## config.mk

```make
export PLATFORM = sky130hd
export DESIGN_NAME = i2c_write_arbiter
export DESIGN_NICKNAME = d
export VERILOG_FILES = /design/src/rtl/i2c_write_arbiter.sv
export SDC_FILE = /design/constraint.sdc
export NUM_CORES = 1
export LEC_CHECK = 0
export BUFFER_PORTS_ARGS = -buffer_cell sky130_fd_sc_hd__buf_4
export CAP_MARGIN = 5
export CORE_UTILIZATION = 51
export DETAILED_ROUTE_END_ITERATION = 10
export GPL_TIMING_DRIVEN = 0
export PLACE_DENSITY = 0.86
export SYNTH_ARGS = -nofsm -noshare
export SYNTH_HDL_FRONTEND = slang
export SYNTH_SLANG_ARGS = --single-unit
```

## constraint.sdc

```tcl
create_clock -name clk -period 2.8 [get_ports clk]
set_input_delay 0 -clock clk [delete_from_list [all_inputs] [get_ports clk]]
set_output_delay 0 -clock clk [all_outputs]
set_load 0.03 [all_outputs]
```

## src/rtl/i2c_write_arbiter.sv

```systemverilog
// Round-robin arbiter sharing one single-byte I2C write engine between NREQ requesters.
// Grants, launches the engine, tracks its busy flag and reports done/err/timeout pulses.
module i2c_write_arbiter #(
  parameter int NREQ      = 4,
  parameter int LAUNCH_TO = 1023
) (
  input  logic              clk,
  input  logic              rst,
  input  logic [NREQ-1:0]   req,
  input  logic [7*NREQ-1:0] req_addr,
  input  logic [8*NREQ-1:0] req_data,
  output logic [NREQ-1:0]   gnt,
  output logic [NREQ-1:0]   done,
  output logic [NREQ-1:0]   err,
  output logic              timeout,
  output logic              idle,
  output logic              m_start,
  output logic [6:0]        m_slave_addr,
  output logic [7:0]        m_data_in,
  input  logic              m_busy,
  input  logic              m_ack_error
);

  localparam int PW = $clog2(NREQ);
  localparam int CW = $clog2(LAUNCH_TO + 1);
  localparam logic [NREQ-1:0] ONE = {{(NREQ-1){1'b0}}, 1'b1};

  typedef enum logic [1:0] {S_IDLE, S_LAUNCH, S_RUN, S_DONE} state_t;

  state_t          state_q;
  logic [PW-1:0]   ptr_q, win_q, win_d, ptr_nxt;
  logic [CW-1:0]   cnt_q;
  logic            busy_m_q, busy_s_q, ack_m_q, ack_s_q;
  logic [NREQ-1:0] gnt_q, done_q, err_q, win_oh_d;
  logic            timeout_q, idle_q, start_q, found;
  logic [6:0]      addr_q, addr_d;
  logic [7:0]      data_q, data_d;
  int              idx;

  assign gnt          = gnt_q;
  assign done         = done_q;
  assign err          = err_q;
  assign timeout      = timeout_q;
  assign idle         = idle_q;
  assign m_start      = start_q;
  assign m_slave_addr = addr_q;
  assign m_data_in    = data_q;

  // busy and ack come from the engine's SCL domain
  always_ff @(posedge clk or posedge rst) begin
    if (rst) begin
      busy_m_q <= 1'b0;
      busy_s_q <= 1'b0;
      ack_m_q  <= 1'b0;
      ack_s_q  <= 1'b0;
    end else begin
      busy_m_q <= m_busy;
      busy_s_q <= busy_m_q;
      ack_m_q  <= m_ack_error;
      ack_s_q  <= ack_m_q;
    end
  end

  always_comb begin
    win_d = ptr_q;
    found = 1'b0;
    idx   = 0;
    for (int k = 0; k < NREQ; k++) begin
      idx = (int'(ptr_q) + k) % NREQ;
      if (!found && req[PW'(idx)]) begin
        found = 1'b1;
        win_d = PW'(idx);
      end
    end
    win_oh_d = ONE << win_d;
    addr_d   = 7'(req_addr >> (7 * win_d));
    data_d   = 8'(req_data >> (8 * win_d));
    ptr_nxt  = (win_q == PW'(NREQ - 1)) ? '0 : win_q + 1'b1;
  end

  always_ff @(posedge clk or posedge rst) begin
    if (rst) begin
      state_q   <= S_IDLE;
      ptr_q     <= '0;
      win_q     <= '0;
      cnt_q     <= '0;
      gnt_q     <= '0;
      done_q    <= '0;
      err_q     <= '0;
      timeout_q <= 1'b0;
      idle_q    <= 1'b1;
      start_q   <= 1'b0;
      addr_q    <= '0;
      data_q    <= '0;
    end else begin
      case (state_q)
        S_IDLE: begin
          if (|req) begin
            win_q   <= win_d;
            gnt_q   <= win_oh_d;
            addr_q  <= addr_d;
            data_q  <= data_d;
            start_q <= 1'b1;
            cnt_q   <= '0;
            idle_q  <= 1'b0;
            state_q <= S_LAUNCH;
          end
        end
        S_LAUNCH: begin
          if (busy_s_q) begin
            start_q <= 1'b0;
            state_q <= S_RUN;
          end else if (cnt_q >= CW'(LAUNCH_TO - 1)) begin
            // start has now been high for LAUNCH_TO cycles
            start_q   <= 1'b0;
            done_q    <= gnt_q;
            err_q     <= gnt_q;
            timeout_q <= 1'b1;
            state_q   <= S_DONE;
          end else begin
            cnt_q <= cnt_q + 1'b1;
          end
        end
        S_RUN: begin
          if (!busy_s_q) begin
            done_q  <= gnt_q;
            err_q   <= ack_s_q ? gnt_q : '0;
            state_q <= S_DONE;
          end
        end
        S_DONE: begin
          done_q    <= '0;
          err_q     <= '0;
          timeout_q <= 1'b0;
          gnt_q     <= '0;
          ptr_q     <= ptr_nxt;
          idle_q    <= 1'b1;
          state_q   <= S_IDLE;
        end
        default: state_q <= S_IDLE;
      endcase
    end
  end

endmodule

```

## Yosys cells after proc, flatten, opt, wreduce, memory -nomap -nowiden

Index checks and enable logic that the tools add are counted.

- $lt $le $gt $ge: 5
- Equal/unequal tests: 10
- Add/subtract/negate cells: 5
- Multiply operators: 1
- Reduce and logical (&&, ||, !) cells: 19
- Shifts and indexed selects: 3
- Muxes and demuxes: 46

Operators with widths:

| cell | count |
|---|---|
| $shr A32 B5 Y8 | 1 |
| $mux W10 | 3 |
| $shr A28 B5 Y7 | 1 |
| $mux W4 | 6 |
| $pmux W4 S3 | 2 |
| $pmux W10 S2 | 1 |
| $mux W1 | 17 |
| $lt A2 B4 Y1 const B | 4 |
| $mux W2 | 8 |
| $add A10 B1 Y10 const B | 1 |
| $ge A10 B10 Y1 const B | 1 |
| $ne A2 B2 Y1 const B | 5 |
| $reduce_and A3 Y1 | 3 |
| $bmux W1 S2 | 4 |
| $pmux W2 S4 | 1 |
| $pmux W4 S2 | 1 |
| $reduce_and A4 Y1 | 2 |
| $eq A2 B2 Y1 const B | 3 |
| $pmux W1 S2 | 3 |
| $reduce_bool A2 Y1 | 3 |
| $mul A3 B2 Y5 const A | 1 |
| $add A2 B1 Y2 const B | 2 |
| $add A2 B2 Y2 const B | 2 |
| $reduce_and A2 Y1 | 2 |
| other kinds (8) | 12 |

- Register bits: 50

## Longest topological paths before layout

Gate-level depths: netlist of the first run.

- Depth in word-level cells: 16
- Gate-level depth with buffers: 8

## Worst setup path before layout of the first run

No wires, ideal clock.

- Path kind: flip-flop to flip-flop
- From: register ptr_q[1]
- To: register data_q[1] (netlist: m_data_in[1])
- Period minus slack after synthesis: 2.114 ns
- Buffers on the path: 2
- Path slack: 0.686 ns
- Stages on the path, launching flop included: 8
- Arrival: 1.988 ns
- Setup time: 0.126 ns
- Path through: dfrtp_1 -> and3b_1 -> or4_1 -> buf_6 -> nand2_8 -> buf_8 -> mux2_1 -> a221o_1

- Cells in the longest elaborated chain, start to end: 14

Ends and longest elaborated chain:

| item | line | RTL |
|---|---|---|
| start, declared | 31 | `logic [PW-1:0] ptr_q, win_q, win_d, ptr_nxt;` |
| start signal, assigned | 136 | `ptr_q <= ptr_nxt;` |
| parallel branches: the longest is 12 deep, another holds $add A2 B1 Y2 | - |  |
| $mux W2 * | 70 | `if (!found && req[PW'(idx)]) begin` |
| $shr A32 B5 Y8 * | 77 | `data_d = 8'(req_data >> (8 * win_d));` |
| end signal, assigned | 102 | `data_q <= data_d;` |
| end, declared | 37 | `logic [7:0] data_q, data_d;` |

Every way passes the cells marked *. The select of a mux whose other input is x is not followed.
A chain may end at the register's enable or synchronous reset.

## Worst setup path after layout of the first run

- From: register state_q[0]
- To: register addr_q[0] (netlist: m_slave_addr[0])

- Cells in the longest elaborated chain, start to end: 2

Ends and longest elaborated chain:

| item | line | RTL |
|---|---|---|
| start, declared | 30 | `state_t state_q;` |
| start signal, assigned | 83 | `state_q <= S_IDLE;` |
| start signal, assigned | 106 | `state_q <= S_LAUNCH;` |
| start signal, assigned | 112 | `state_q <= S_RUN;` |
| $logic_not A2 Y1 | 96 | `case (state_q)` |
| $reduce_and A2 Y1 (no line) | - |  |
| end signal, assigned | 101 | `addr_q <= addr_d;` |
| end, declared | 36 | `logic [6:0] addr_q, addr_d;` |

Every way passes these cells.

==> results of run 1 <==
## worst paths after layout
check / slack [ps] / endpoint / start
worst min-delay path: 30 / m_data_in[7] / req_data[15]
min in group asynchronous: 230 / done[1] / rst
worst max-delay path: 330 / m_slave_addr[0] / state_q[0]
max in group asynchronous: 2060 / cnt_q[8] / rst
worst min register to register: 360 / ack_s_q / ack_m_q
worst max register to register: 330 / m_slave_addr[0] / state_q[0]
## repair_timing
action | CTS | global route
endpoints found under the setup margin | 0 | 9
resized for setup | 0 | 1
hold endpoints to repair | 18 | 0
hold buffers | 3 | 0
## metrics by stage
stage	util (%)	total power, uW	std cells	area (um2)
floorplan	-	2690	294	2940
global placement	67.9	3310	463	3760
detailed placement	68.2	3410	464	3780
CTS	70.8	3930	475	3930
global route	70.9	4150	475	3930
finish	70.9	3930	475	3930
## logic make-up (layout without fill, tap and decap cells)
family,Yosys count,after routing,synth area share [%]
AO/OA/AOI/OAI,97,97,22.0
adder cells (fa/ha/maj),8,8,3.40
multiplexers,29,29,10.8
flip-flops,50,50,42.6
AND/OR/NAND/NOR,83,83,15.6
buffers and inverters,27,136,5.65
## worst max-delay path: cells and delay by family (launching register included)
kind,cells,cell delay (ps)
flops,1,450
fa+ha+maj,1,200
compound gates,1,240
simple gates,2,580
buf+inv,3,950
## layout by cell type, fill, tap and decap left out, drive strengths merged, types with 2 or more instances in the layout
| master | instances |
|---|---|
| nand2 | 24 |
| dfrtp | 49 |
| nand4 | 4 |
| a221o | 15 |
| inv | 12 |
| o31ai | 4 |
| o21bai | 2 |
| o21ai | 34 |
| a21oi | 22 |
| o211ai | 2 |
| o31a | 2 |
| and2 | 2 |
| buf | 106 |
| nor2b | 9 |
| clkinvlp | 2 |
| ha | 8 |
| a32oi | 2 |
| dlygate4sd3 | 3 |
| mux2i | 7 |
| nor3 | 3 |
| o21a | 2 |
| mux2 | 22 |
| a31oi | 3 |
| clkbuf | 12 |
| a21o | 3 |
| nor2 | 15 |
| nor4 | 4 |
| nand3 | 18 |
| o41ai | 2 |
## report_power, final
group / total [uW] / internal [uW] / switching, uW
registers: 1180 / 980 / 203
clock network: 517 / 266 / 251
logic: 2230 / 934 / 1290
## per-layer routing
metal,vias to the layer above,share of wire [%],wire [um],track usage (%)
li1,1307,-,-,-
met5,-,0,0,0
met4,0,1.3,102,7.41
met1,1376,42,3260,33.0
met3,11,5.8,448,4.82
met2,105,50,3860,43.7
## final cells by class
class	instances	area share, %
clock buffers	5	1.75
clock inverters	3	1.15
plain buffers	15	3.09
well taps	72	2.29
multi-input cells	217	38.9
flip-flops and latches	50	31.9
repair buffers	101	19.8
inverters	12	1.15
## registers in the layout (all words and copies together), names as in the netlist, 2 cells and up
name	count
win_q	2
state_q	2
err	4
m_slave_addr	7
cnt_q	10
gnt	4
done	4
ptr_q	2
m_data_in	8
## synth_stat cells, types with 4 or more instances
| library cell | instances |
|---|---|
| a221o_1 | 15 |
| mux2_1 | 18 |
| mux2i_1 | 7 |
| nand3_2 | 6 |
| o21ai_0 | 30 |
| nor2_1 | 15 |
| dfrtp_1 | 49 |
| clkbuf_1 | 7 |
| nand3_1 | 12 |
| mux2_2 | 4 |
| nor2b_1 | 9 |
| nand4_1 | 4 |
| inv_1 | 12 |
| a21oi_1 | 21 |
| nand2_1 | 23 |
| ha_1 | 8 |
==> flow_summary_export.csv, run 1 <==
group,metric,value,unit
global_route,grt-ovfl-total,0,
pwr,vdd_drop_max,529,uV
setup_path,path_common_cell,"clkbuf_1",
timing,fmax,405,MHz
cts,clock-sinks,50,
timing,slew_violations,0,
logic_synthesis,synth_cell_types,48,
run_status,status,"complete, no violations",
timing,fin_crit_sh,88.2,%
timing,finalSetupTns,0,ps
finish,multiInputGateArea,1530,um2
floorplan,fp.dieH,78.0,um
setup_path,cpMaxStageDelayCell,"dfrtp_1",
logic_synthesis,syn_nets,370,
setup_path,cp_slowest_stage_delay,450,ps
global_route,grt_use_total,25.6,%
cts,cts-root-buf,"clkbuf_8",
global_route,grt_max_degree,35,
detailed_routing,wirelength,7670,um
floorplan,dieArea,6080,um2
place,port_buffers,97,
finish,n_antenna_cell,0,
worst_hold_path,hold-path-cell-count,3,
detailed_routing,drt_iter0_drc,215,
detailed_routing,wl_per_cell,16.1,um
place,post-place-ws,253,ps
detailed_routing,via_count,2799,
logic_synthesis,synth_area_leaders,"dfrtp_1, mux2_1, a221o_1",
global_route,grt_pass1_vias,2696,
global_route,grt_pass1_wl,12400,um
detailed_routing,drcViolationCount,0,
cts,numCtsBuffers,5,
setup_path,r2r_cells,7,
floorplan,die_w,78.0,um
setup_path,critPathKind,"reg2reg",
detailed_routing,firstDrtPassIters,4,
timing,period_minus_slack,2470,ps
pwr,p_leak,0.00184,uW
logic_synthesis,synth_top_area_share,41.7,%
worst_hold_path,hold_path.class,"in2reg",
cts,cts.clk_slew.worst_paths,100,ps
run,maxCapViolations,0,
logic_synthesis,synthCells,294,
finish,num-nets-final,478,
logic_synthesis,synth_area,2940,um2
detailed_routing,routed_via_density,5.89,
finish,seq_area,1250,um2
cts,clk_path_buf_depth,2,
logic_synthesis,synth_edf_count,0,
timing,hold_slack,34.2,ps
finish,area_growth,33.5,%
place,gp_congestion,0.915,
setup_path,start_kind,"flop",
setup_path,cp_cell_sequence,"inv_1 > ha_1 > clkbuf_1 > nand2_1 > nor2_2 > clkbuf_1 > a221o_1",
cts,cts_tree,"yes",
floorplan,placementRows,27,
timing,skew,9.88,ps
timing,finalWorstSetupSlack,330,ps
timing,worstMarginPinSlew,629,ps
global_route,antenna_found_initial,0,
finish,drive_above_1_share,33.3,%
logic_synthesis,yosysSeqAreaShare,42.6,%
place,dp_hpwl,5780,um
setup_path,required,3050,ps
logic_synthesis,yosysTopAreaCell,"dfrtp_1",
logic_synthesis,synthFlopType,"dfrtp_1",
setup_path,crit_fanout,10,
cts,post-cts-setup-buffers,0,
logic_synthesis,yosysWarnings,0,
timing,rsz0062_at_grt,"false",
timing,hold_violations,0,
detailed_routing,ant_nets,0,
setup_path,critPathArrivalTime,2720,ps
floorplan,start_util,53.1,%
cts,clk_latency,310,ps
cts,cts_htree_levels,2,
timing,slew_headroom,57.7,%
floorplan,core-area,5540,um2
logic_synthesis,yosys_register_bits,50,
logic_synthesis,syn_area_per_cell,10.0,um2
setup_path,endpoint_kind,"flop",
pwr,powerDensity,1000,nW/um2
timing,finalSetupViolations,0,
finish,fillCellCount,416,
logic_synthesis,async_flop_share,100,%
floorplan,ios,98,
Note: power is estimated with default switching activity, not from simulation.
==> inputs of run 2 (changes only) <==
Settings changed: CORE_UTILIZATION 51 to 46, PLACE_DENSITY 0.86 to 0.82.
Clock period 2.8 ns to 2 ns, I/O delays scaled along.
==> flow_summary_export.csv, run 2 (synthesis results as in run 1) <==
group,metric,value,unit
timing,finalWorstSetupSlack,-80.0,ps
timing,rsz0062_at_grt,"true",
timing,slew_headroom,58.7,%
finish,seq_area,1260,um2
place,port_buffers,97,
global_route,grt_pass1_wl,12200,um
finish,fillCellCount,440,
floorplan,placementRows,28,
finish,postLayoutCellArea,4190,um2
timing,fmax,481,MHz
pwr,total_power,5820,uW
setup_path,r2r_cells,6,
place,placed_cell_area,3780,um2
finish,multiInputGateArea,1640,um2
detailed_routing,ant_nets,0,
detailed_routing,wl_per_cell,16.3,um
setup_path,start_kind,"flop",
timing,period_minus_slack,2080,ps
cts,numCtsBuffers,5,
pwr,p_leak,0.00201,uW
floorplan,die_w,82.0,um
cts,clock-sinks,50,
pwr,vdd_drop_max,829,uV
finish,top_register,"cnt_q",
worst_hold_path,hold_path.class,"in2reg",
run,maxCapViolations,0,
detailed_routing,drt_iter0_drc,201,
global_route,grt-ovfl-total,0,
timing,hold_violations,0,
run_status,status,"complete, but fails checks",
cts,clk_latency,310,ps
detailed_routing,drcViolationCount,0,
finish,layout_commonest_cell,"buf_4",
finish,layout_common_cells,"buf_4, dfrtp_1, o21ai_0",
floorplan,core-area,6060,um2
global_route,antenna_found_initial,0,
setup_path,required,2200,ps
finish,instances_no_fill,495,
global_route,grt_max_degree,31,
detailed_routing,via_count,2842,
floorplan,ios,98,
cts,clk_path_buf_depth,2,
finish,drive_above_1_share,43.3,%
cts,cts.clk_slew.worst_paths,90,ps
detailed_routing,wirelength,8060,um
floorplan,dieArea,6720,um2
setup_path,crit_fanout,5,
setup_path,endpoint_kind,"flop",
floorplan,fp.dieH,82.0,um
timing,slew_violations,0,
worst_hold_path,hold-path-cell-count,3,
detailed_routing,routed_via_density,5.74,
timing,finalSetupViolations,11,
finish,largest_reg_flops,10,
place,dp_hpwl,5620,um
cts,cts_tree,"yes",
global_route,grt_use_total,24.2,%
pwr,powerDensity,1390,nW/um2
timing,fin_crit_sh,104,%
cts,cts_htree_levels,2,
timing,skew,3.41,ps
setup_path,critPathArrivalTime,2280,ps
finish,n_antenna_cell,0,
place,dpl.cell_count,467,
timing,worstMarginPinSlew,615,ps
finish,area_growth,42.3,%
setup_path,critPathKind,"reg2reg",
detailed_routing,firstDrtPassIters,4,
run_status,violations,"negative setup slack",
place,gp_congestion,0.888,
cts,cts-root-buf,"clkbuf_8",
floorplan,start_util,48.6,%
finish,num-nets-final,495,
global_route,grt_pass1_vias,2656,
## run 2: changes by cell type in the layout (fill, tap and decap cells not counted), moves of 3 or more
| cell | delta |
|---|---|
| buf_4 | +17 |
| clkbuf_1 | -4 |
| clkbuf_2 | +3 |
| dfrtp_1 | -3 |
| dfrtp_2 | +3 |
| mux2_1 | -14 |
| mux2_4 | +14 |
## run 2: routing by layer
metal	share of wire, %	global-route usage, %	vias up
li1	-	-	1341
met1	41	30.1	1371
met2	51	41.4	122
met3	6.5	6.00	8
met4	1.1	6.32	0
met5	0	0	-
## run 2: what timing repair did
action | in CTS | in global routing
endpoints found under the hold margin | 22 | 0
buffers inserted | 8 | 10
pin swaps | 3 | 12
hold buffers | 3 | 0
cloned | 0 | 1
endpoints found under the setup margin | 27 | 36
gates resized for setup | 15 | 28
## run 2: metrics by stage
stage / hold slack [ps] / TNS [ps] / util (%) / setup WS [ps]
floorplan: 31.4 / -1430 / - / -98.5
global placement: 113 / -6110 / 62.1 / -455
detailed placement: 49.5 / -7740 / 62.4 / -565
CTS: 32.0 / -1630 / 66.4 / -129
global route: 28.1 / -1030 / 69.1 / -123
finish: 35.1 / -353 / 69.1 / -80.0
## run 2: path summary, 6_finish.rpt
kind	startpoint	end	slack, ps
max	ptr_q[1]	m_slave_addr[0]	-80
min	req_addr[22]	m_slave_addr[1]	40
max reg2reg	ptr_q[1]	m_slave_addr[0]	-80
min reg2reg	busy_m_q	busy_s_q	360
max in group asynchronous	rst	idle	1160
min in group asynchronous	rst	m_data_in[2]	260
## run 2: worst max-delay path, stage by stage (launching register included)
cell,delay (ps)
dfrtp_2,430
and3b_1,180
or4_4,470
nand2_8,110
clkbuf_16,160
mux2_1,320
a221o_1,310
## run 2: final cells by class
cell class	instances	area share (%)
clock inverters	2	0.299
repair buffers	120	22.5
inverters	12	1.08
clock buffers	6	1.97
flip-flops and latches	50	30.0
well taps	75	2.24
plain buffers	13	2.69
multi-input cells	217	39.2
## run 2: power breakdown
group          internal [uW]  leakage [uW]  switching, uW  total (uW)
Combinational           1630       0.00133           1920        3550
Sequential              1380      0.000630            274        1650
Clock                    279     0.0000472            342         620
Total                   3290       0.00201           2540        5820
